===== config.mk =====
export PLATFORM = sky130hd
export DESIGN_NAME = fft_sched
export DESIGN_NICKNAME = d
export VERILOG_FILES = /design/src/rtl/fft_pkg.sv /design/src/rtl/fft_addr_gen.sv /design/src/rtl/fft_sched.sv
export SDC_FILE = /design/constraint.sdc
export NUM_CORES = 1
export LEC_CHECK = 0
export ABC_AREA = 0
export CORE_UTILIZATION = 43
export CTS_BUF_LIST = sky130_fd_sc_hd__clkbuf_16
export CTS_CLUSTER_SIZE = 30
export DETAILED_ROUTE_END_ITERATION = 7
export PLACE_DENSITY_LB_ADDON = 0.12
export SYNTH_ARGS = -nofsm -noshare
export SYNTH_HDL_FRONTEND = slang
export SYNTH_SLANG_ARGS = --single-unit

===== constraint.sdc =====
create_clock -name clk -period 4.2 [get_ports clk]
set_clock_uncertainty 0.15 [all_clocks]
set_input_delay 0.63 -clock clk [delete_from_list [all_inputs] [get_ports clk]]
set_output_delay 0.63 -clock clk [all_outputs]
set_load 0.05 [all_outputs]

===== src/rtl/fft_pkg.sv =====
// Shared types and helpers for the in-place radix-2 DIT FFT sequencer.
package fft_pkg;

  typedef enum logic [3:0] {
    S_IDLE,
    S_BR_RD_A,
    S_BR_RD_B,
    S_BR_CAP,
    S_BR_WR_A,
    S_BR_WR_B,
    S_RD_A,
    S_RD_B,
    S_CAP_B,
    S_BF_GO,
    S_BF_WAIT,
    S_WR_A,
    S_WR_B,
    S_DONE
  } state_t;

  localparam int unsigned CPLX_W = 32;

  // Samples are packed {re, im}, each Q1.15.
  function automatic logic [15:0] re_of(input logic [CPLX_W-1:0] v);
    return v[31:16];
  endfunction

  function automatic logic [15:0] im_of(input logic [CPLX_W-1:0] v);
    return v[15:0];
  endfunction

  function automatic logic [CPLX_W-1:0] pack_c(input logic [15:0] re, input logic [15:0] im);
    return {re, im};
  endfunction

  // Reverses the low n bits of v; bits above n come out zero.
  function automatic logic [15:0] bitrev(input logic [15:0] v, input int unsigned n);
    logic [15:0] r;
    logic [15:0] x;
    r = '0;
    x = v;
    for (int unsigned b = 0; b < n; b++) begin
      r = {r[14:0], x[0]};
      x = {1'b0, x[15:1]};
    end
    return r;
  endfunction

endpackage


===== src/rtl/fft_addr_gen.sv =====
// Butterfly operand addressing and twiddle index for stage s, butterfly k.
module fft_addr_gen #(
  parameter int N_LOG2 = 5,
  parameter int SW     = $clog2(N_LOG2)
) (
  input  logic [SW-1:0]     s,
  input  logic [N_LOG2-2:0] k,
  output logic [N_LOG2-1:0] addr_a,
  output logic [N_LOG2-1:0] addr_b,
  output logic [N_LOG2-2:0] tw
);

  logic [N_LOG2-1:0] kx;
  logic [N_LOG2-1:0] half;
  logic [N_LOG2-1:0] j;
  int unsigned       sh;

  always_comb begin
    sh     = 32'(s);
    kx     = {1'b0, k};
    half   = N_LOG2'(1) << sh;
    j      = kx & (half - 1'b1);
    addr_a = ((kx >> sh) << (sh + 1)) + j;
    addr_b = addr_a + half;
    tw     = (N_LOG2-1)'(j << (N_LOG2 - 1 - sh));
  end

endmodule


===== src/rtl/fft_sched.sv =====
// In-place radix-2 DIT FFT sequencer: optional bit-reverse pass, then N_LOG2
// butterfly stages, sharing the dmem port through a req/gnt handshake.
module fft_sched
  import fft_pkg::*;
#(
  parameter int N_LOG2    = 5,
  parameter int DATA_W    = 32,
  parameter int ADDR_W    = 10,
  parameter int BASE_ADDR = 0
) (
  input  logic              clk,
  input  logic              reset_n,
  input  logic              start,
  input  logic              cfg_bitrev,
  output logic              busy,
  output logic              done,
  output logic              mem_req,
  output logic              mem_we,
  output logic [ADDR_W-1:0] mem_addr,
  output logic [DATA_W-1:0] mem_wdata,
  input  logic              mem_gnt,
  input  logic [DATA_W-1:0] mem_rdata,
  output logic              bf_start,
  output logic [DATA_W-1:0] bf_a,
  output logic [DATA_W-1:0] bf_b,
  output logic [N_LOG2-2:0] bf_tw,
  input  logic              bf_done,
  input  logic [DATA_W-1:0] bf_ya,
  input  logic [DATA_W-1:0] bf_yb
);

  localparam int SW = $clog2(N_LOG2);

  state_t            state;
  logic [SW-1:0]     s;
  logic [N_LOG2-2:0] k;
  logic [N_LOG2-1:0] i;
  logic [N_LOG2-1:0] r;
  logic [DATA_W-1:0] op_a;
  logic [DATA_W-1:0] op_b;
  logic [DATA_W-1:0] ya;
  logic [DATA_W-1:0] yb;
  logic              cap_a;
  logic              cap_b;
  logic [N_LOG2-1:0] addr_a;
  logic [N_LOG2-1:0] addr_b;
  logic [N_LOG2-2:0] tw;
  logic [N_LOG2-1:0] idx;
  logic              last_k;
  logic              last_s;
  logic              last_i;

  fft_addr_gen #(
    .N_LOG2(N_LOG2),
    .SW    (SW)
  ) u_addr_gen (
    .s     (s),
    .k     (k),
    .addr_a(addr_a),
    .addr_b(addr_b),
    .tw    (tw)
  );

  assign r      = N_LOG2'(bitrev(16'(i), N_LOG2));
  assign last_k = (k == '1);
  assign last_s = (s == SW'(N_LOG2 - 1));
  assign last_i = (i == '1);

  assign bf_a  = op_a;
  assign bf_b  = op_b;
  assign bf_tw = tw;

  // Read data trails its grant by one cycle, so the destination register is
  // chosen at grant time and loaded on the following edge regardless of state.
  always_ff @(posedge clk or negedge reset_n) begin
    if (!reset_n) begin
      cap_a <= 1'b0;
      cap_b <= 1'b0;
      op_a  <= '0;
      op_b  <= '0;
    end else begin
      cap_a <= mem_req && mem_gnt && !mem_we && (state == S_RD_A || state == S_BR_RD_A);
      cap_b <= mem_req && mem_gnt && !mem_we && (state == S_RD_B || state == S_BR_RD_B);
      if (cap_a) op_a <= mem_rdata;
      if (cap_b) op_b <= mem_rdata;
    end
  end

  always_ff @(posedge clk or negedge reset_n) begin
    if (!reset_n) begin
      state    <= S_IDLE;
      s        <= '0;
      k        <= '0;
      i        <= '0;
      ya       <= '0;
      yb       <= '0;
      busy     <= 1'b0;
      done     <= 1'b0;
      bf_start <= 1'b0;
    end else begin
      done     <= 1'b0;
      bf_start <= 1'b0;
      case (state)
        S_IDLE: begin
          if (start) begin
            busy  <= 1'b1;
            s     <= '0;
            k     <= '0;
            i     <= '0;
            state <= cfg_bitrev ? S_BR_RD_A : S_RD_A;
          end
        end
        S_BR_RD_A: begin
          if (r <= i) begin
            if (last_i) state <= S_RD_A;
            else        i     <= i + 1'b1;
          end else if (mem_gnt) begin
            state <= S_BR_RD_B;
          end
        end
        S_BR_RD_B: if (mem_gnt) state <= S_BR_CAP;
        S_BR_CAP:  state <= S_BR_WR_A;
        S_BR_WR_A: if (mem_gnt) state <= S_BR_WR_B;
        S_BR_WR_B: begin
          if (mem_gnt) begin
            i     <= i + 1'b1;
            state <= S_BR_RD_A;
          end
        end
        S_RD_A: if (mem_gnt) state <= S_RD_B;
        S_RD_B: if (mem_gnt) state <= S_CAP_B;
        S_CAP_B: begin
          bf_start <= 1'b1;
          state    <= S_BF_GO;
        end
        S_BF_GO: state <= S_BF_WAIT;
        S_BF_WAIT: begin
          if (bf_done) begin
            ya    <= bf_ya;
            yb    <= bf_yb;
            state <= S_WR_A;
          end
        end
        S_WR_A: if (mem_gnt) state <= S_WR_B;
        S_WR_B: begin
          if (mem_gnt) begin
            k <= k + 1'b1;
            if (last_k && last_s) begin
              done  <= 1'b1;
              busy  <= 1'b0;
              state <= S_DONE;
            end else begin
              if (last_k) s <= s + 1'b1;
              state <= S_RD_A;
            end
          end
        end
        S_DONE:  state <= S_IDLE;
        default: state <= S_IDLE;
      endcase
    end
  end

  always_comb begin
    mem_req   = 1'b0;
    mem_we    = 1'b0;
    idx       = '0;
    mem_wdata = '0;
    case (state)
      S_BR_RD_A: begin
        mem_req = (r > i);
        idx     = i;
      end
      S_BR_RD_B: begin
        mem_req = 1'b1;
        idx     = r;
      end
      S_BR_WR_A: begin
        mem_req   = 1'b1;
        mem_we    = 1'b1;
        idx       = i;
        mem_wdata = op_b;
      end
      S_BR_WR_B: begin
        mem_req   = 1'b1;
        mem_we    = 1'b1;
        idx       = r;
        mem_wdata = op_a;
      end
      S_RD_A: begin
        mem_req = 1'b1;
        idx     = addr_a;
      end
      S_RD_B: begin
        mem_req = 1'b1;
        idx     = addr_b;
      end
      S_WR_A: begin
        mem_req   = 1'b1;
        mem_we    = 1'b1;
        idx       = addr_a;
        mem_wdata = ya;
      end
      S_WR_B: begin
        mem_req   = 1'b1;
        mem_we    = 1'b1;
        idx       = addr_b;
        mem_wdata = yb;
      end
      default: ;
    endcase
    mem_addr = mem_req ? ADDR_W'(BASE_ADDR) + ADDR_W'(idx) : '0;
  end

endmodule

==> qor.yml, run 1 <==
synthesis:
  syn_inst: 692
  muxShareOfSynthArea: 0.220
  synth_top_family_by_area: "multiplexers"
  synth_edf_count: 0
  synth-xor-area-share: 0.0109
  syn_avg_cell_area_um2: 11.6
  ys_seq_area_frac: 0.464
  async_reset_ff_frac: 1.00
  yosysUniqueCellTypes: 68
  syn-cell-area_mm2: 0.00804
  synthAdderAreaFrac: 0.0392
  synth_warnings: 0
  ys.flop_type: "dfrtp_1"
  ys_seq_elements: 149
  synthSimpleGateAreaFrac: 0.0868
  synth_compound_area_frac: 0.133
sta:
  fin_crit_sh: 1.09
  hold_viol: 0
  fmax_ghz: 0.218
  final_max_slew_viol_count: 0
  tightestPinTransition_ns: 0.964
  setup_viol: 4
  rsz0062_at_grt: "true"
  fin_crit_ns: 4.59
  worst_slack_ns: -0.386
  slew_headroom: 0.357
  whs_ns: 0.0385
route:
  wl_um: 23500
  drt-pass1-iter-count: 7
  drcViolationCount: 5
  vias: 6528
  drtIter0Drc: 504
  ant_nets: 0
  wire_per_inst_um: 20.2
  viasPerCell: 5.59
floorplan:
  ioPinCount: 217
  die_area_mm2: 0.0193
  die_w_um: 139
  die_h_um: 139
  rows: 49
  core-area_mm2: 0.0181
  start_util: 0.443
cts:
  ctsRootBufferMaster: "clkbuf_16"
  cts_buffer_depth: 2
  cts_inserted_buffers: 17
  hold_buffers: 0
  cts_sinks: 149
  path_clk_slew_ns: 0.07
  htreeDepth: 4
  tritoncts: "built"
  insertion_delay_ns: 0.42
layout:
  drive_gt1_frac: 0.311
  design_area_mm2: 0.0117
  final_util: 0.647
  final_nets: 1050
  syn_to_final_growth_pct: 46.0
  fin_cells: 1167
placed_design:
  gp_congestion: 0.916
  postPlaceCellArea_mm2: 0.0109
  dp_hpwl_um: 16100
  io_buffers: 211
  dpl.cell_count: 1126
critical_path:
  setup.worst_path.start: "s[0]"
  crit_fanout: 3
  arrival_ns: 3.81
  start_kind: "register"
  r2r-start: "state[2]"
  crit_type: "reg2out"
  r2r_slack_ns: 0.99
  endpoint_kind: "primary output"
  cp.required_ns: 3.42
global_routing:
  grt_pass1_wl_um: 37900
  grt_antenna_before_repair: 1
  grt_max_degree: 87
  grt_use_total: 0.251
  grt_pass1_vias: 6969
  gr-total-overflow: 0
run:
  drv_cap: 0
power:
  leakage_nw: 5.24
  vdd_drop_max_uv: 544
  power_density_mw_per_mm2: 804
status:
  failed_checks: "design-rule violations, negative setup slack"
  status: "finished, violations left"
worst_hold_path:
  hp-class: "in2async"
power breakdown:
part,total [mW],leakage (nW),switching [mW],internal (mW)
Clock,1.47,0.270,0.691,0.782
Sequential,2.70,1.83,0.610,2.09
Combinational,5.27,3.14,2.98,2.28
Total,9.44,5.24,4.28,5.16
stage by stage:
stage / power (mW) / setup TNS, ns / setup slack [ns]
3_3_place_gp: 7.89 / -0.129 / -0.129
4_1_cts: 9.49 / -0.847 / -0.392
2_1_floorplan: 5.91 / -0.183 / -0.183
5_1_grt: 9.85 / -1.44 / -0.513
3_5_place_dp: 7.97 / -0.244 / -0.221
6_report: 9.44 / -0.799 / -0.386
per-layer routing:
| metal | vias to the layer above | share of wire | global-route usage | wire length [um] |
|---|---|---|---|---|
| met5 | - | 0 | 0 | 0 |
| met3 | 40 | 0.066 | 0.0760 | 1540 |
| met2 | 213 | 0.50 | 0.425 | 11700 |
| met4 | 0 | 0.022 | 0.0883 | 508 |
| li1 | 2983 | - | - | - |
| met1 | 3292 | 0.42 | 0.304 | 9770 |
cells in the mapped netlist, drive strengths merged (4+ instances only):
master | n | area [um^2]
mux2i | 6 | 60.1
nand2 | 52 | 195
nor3 | 8 | 40.0
o21ai | 18 | 90.1
nor2b | 7 | 43.8
nand2b | 6 | 37.5
xnor2 | 8 | 70.1
a31oi | 4 | 25.0
mux2 | 132 | 1710
nand3 | 13 | 65.1
buf | 31 | 203
ha | 22 | 275
o21a | 4 | 30.0
dfrtp | 149 | 3730
and3 | 6 | 37.5
a22oi | 66 | 495
a21o | 4 | 30.0
clkbuf | 22 | 82.6
inv | 23 | 86.3
nor2 | 29 | 109
a21oi | 22 | 114
cell families (layout without fill, tap and decap cells):
family          after synthesis  in the layout
mux                         138            138
compound gates              150            150
xor+xnor                     10             10
fa+ha+maj                    24             24
simple gates                144            144
other cells                   1              6
flops                       149            149
buf+inv                      76            317
flip-flops by register name, summed over array words and instances (netlist names):
register  count
ya           32
done          1
state         4
yb           32
bf_a         32
cap_a         1
s             3
busy          1
k             4
cap_b         1
i             5
bf_b         32
bf_start      1
critical path, stage by stage (launching register included):
cell and delay [ns]:
dfrtp_2 0.44, ha_2 0.21, ha_4 0.28, nand2_1 0.09, nor3_2 0.23, ha_1 0.28, a21o_1 0.19, a21oi_2 0.18
xnor2_2 0.11, ha_1 0.33, nor2_1 0.12, a21oi_2 0.06, xnor2_2 0.14, o32a_1 0.33, a211oi_4 0.21, buf_6 0.18
area by class of cell:
class	instances	area, um^2
antenna	1	2.50
clock buffer	17	425
clock inverter	15	136
fill	1404	6400
inverter	23	88.8
multi-input combinational	471	4200
sequential	149	3730
tap	229	287
timing repair buffer	262	2880
worst paths after layout:
| kind | end | cells past startpoint |
|---|---|---|
| max in group asynchronous | cap_b | 2 |
| worst max-delay path | mem_addr[4] | 15 |
| min in group clk | yb[0] | 1 |
| worst min-delay path | s[2] | 1 |
| worst max register to register | s[2] | 7 |
| worst min register to register | yb[0] | 1 |
layout by cell type (no fill, tap or decap), drive strengths merged, types with 7 or more instances in the layout:
master	n
clkdlybuf4s50	172
dfrtp	149
mux2	132
buf	90
a22oi	66
nand2	52
inv	31
nor2	29
a21oi	22
ha	22
o21ai	18
clkbuf	17
nand3	13
nor3	8
xnor2	8
nor2b	7
repair_timing:
| action | CTS | global route |
|---|---|---|
| pin swaps | 13 | 0 |
| gates resized for setup | 31 | 4 |
| buffers inserted | 9 | 0 |
| setup endpoints to repair | 4 | 4 |
(Power assumes the default switching activity.)
==> run 2, diff against run 1 <==
Settings changed: SKIP_LAST_GASP from default to 1.
==> run 2 against run 1 <==
The run still ends with design-rule violations, negative setup slack left; largest power group unchanged; clock-buffer cell count unchanged; sequential power about the same; power increased by 0.19%; critical path depth is 2 higher; register-to-register slack gained 0.04 ns; first-iteration DRC count increased by 14%; utilization grew 0.27 points; wire length grew 1.0%; die area did not move; setup slack got worse by 0.038 ns; critical path type unchanged.
==> qor.yml, run 2 (same netlist as run 1, synthesis figures left out) <==
layout:
  syn_to_final_growth_pct: 46.6
  final_util: 0.650
  final_nets: 1051
  final_cell_mix: "clkdlybuf4s50_1 (172), dfrtp_1 (146), mux2_2 (65), a22oi_1 (65), mux2_4 (60)"
  fin_cells: 1168
  layout_commonest_cell: "clkdlybuf4s50_1"
  drive_gt1_frac: 0.314
power:
  power.total_mw: 9.46
  leakage_nw: 5.24
  vdd_drop_max_uv: 544
  power_density_mw_per_mm2: 802
sta:
  fmax_ghz: 0.216
  tightestPinTransition_ns: 0.953
  worst_slack_ns: -0.424
  setup_viol: 4
  fin_crit_ns: 4.62
  finalSetupTns_ns: -1.02
  rsz0062_at_grt: "true"
  slew_headroom: 0.365
  fin_crit_sh: 1.10
  hold_viol: 0
  final_max_slew_viol_count: 0
route:
  ant_nets: 0
  viasPerCell: 5.60
  drcViolationCount: 5
  drt-pass1-iter-count: 7
  drtIter0Drc: 576
  vias: 6545
  wire_per_inst_um: 20.4
  wl_um: 23800
placed_design:
  dpl.cell_count: 1126
  gp_congestion: 0.916
  pre_cts_slack_ns: -0.221
  dp_hpwl_um: 16100
  io_buffers: 211
status:
  failed_checks: "design-rule violations, negative setup slack"
  status: "finished, violations left"
floorplan:
  die_area_mm2: 0.0193
  die_h_um: 139
  rows: 49
  ioPinCount: 217
  start_util: 0.443
  core-area_mm2: 0.0181
  die_w_um: 139
critical_path:
  endpoint_kind: "primary output"
  cp_cell_sequence: "inv_2 -> buf_4 -> ha_2 -> nand2_2 -> ha_4 -> nor2b_4 -> ha_1 -> a21o_1 -> a21oi_2 -> xnor2_2 -> ha_1 -> nor2_1 -> a21oi_2 -> xnor2_2 -> o32a_1 -> a211oi_4 -> buf_6"
  r2r_slack_ns: 1.03
  crit_path_top_delay_cell: "dfrtp_2"
  start_kind: "register"
  arrival_ns: 3.84
  r2r-start: "state[2]"
  worst_r2r_path_depth: 7
  regToRegEndpoint: "s[2]"
  cp.required_ns: 3.42
  crit_type: "reg2out"
  setup.worst_path.start: "s[1]"
  crit_fanout: 4
  max_stage_delay_ns: 0.44
cts:
  tritoncts: "built"
  cts_inserted_buffers: 17
  ctsRootBufferMaster: "clkbuf_16"
  insertion_delay_ns: 0.42
  path_clk_slew_ns: 0.07
  hold_buffers: 0
  cts_sinks: 149
  cts_buffer_depth: 2
  htreeDepth: 4
global_routing:
  met2_usage: 0.424
  met1_usage: 0.303
  busiest_layer: "met2"
  grt_antenna_before_repair: 1
  grt_util_met3: 0.0753
  gr-total-overflow: 0
  grt_pass1_vias: 6966
  grt_max_degree: 87
  grt_use_total: 0.251
  grt_pass1_wl_um: 37800
run:
  drv_cap: 0
worst_hold_path:
  hp-class: "in2async"
[run 2: cell count changes in the layout (fill, tap and decap cells not counted), sizes merged]
cell,before,now
buf,90,91
[run 2: how the worst max path moves through the flow]
stage | end | slack [ns] | cells after the start
after CTS | mem_addr[4] | -0.49 | 17
after floorplan | mem_addr[4] | -0.18 | 14
final | mem_addr[4] | -0.42 | 17
after global placement | mem_addr[4] | -0.13 | 15
after detailed placement | mem_addr[4] | -0.22 | 15
after global routing | mem_addr[4] | -0.60 | 14
[run 2: through the flow]
stage | hold WS (ns) | area, um^2
floorplan | 0.184 | 8120
global placement | 0.327 | 10900
detailed placement | 0.337 | 10900
CTS | 0.0598 | 11700
global route | 0.0686 | 11800
finish | 0.0342 | 11800
[run 2: cell type report]
type	instances	area, um^2
Fill cell	1399	6350
Multi-Input combinational cell	471	4230
Sequential cell	149	3730
Timing Repair Buffer	263	2890
Clock buffer	17	425
Tap cell	229	287
Clock inverter	15	136
Inverter	23	88.8
Antenna cell	1	2.50
[run 2: per-layer routing]
metal  routed length [um]  vias up
met2                11900      217
met3                 1630       43
li1                     -     2979
met1                 9760     3306
met5                    0        -
met4                  532        0
[run 2: repair_timing]
action | in CTS | in global routing
pin swaps | 13 | 12
resized for setup | 25 | 14
setup buffers | 9 | 1
setup endpoints to repair | 4 | 5
[run 2: where the power goes]
part	internal [mW]	switching, mW	leakage, nW
Clock	0.782	0.692	0.270
Combinational	2.29	2.99	3.13
Sequential	2.09	0.610	1.83
Total	5.16	4.29	5.24
[run 2: critical path, delay by kind of cell, from the launching register on]
family          cells  cell delay [ns]
compound gates      5             0.99
simple gates        3             0.36
xor+xnor            2             0.29
fa+ha+maj           4             0.97
flops               1             0.44
buf+inv             3             0.39
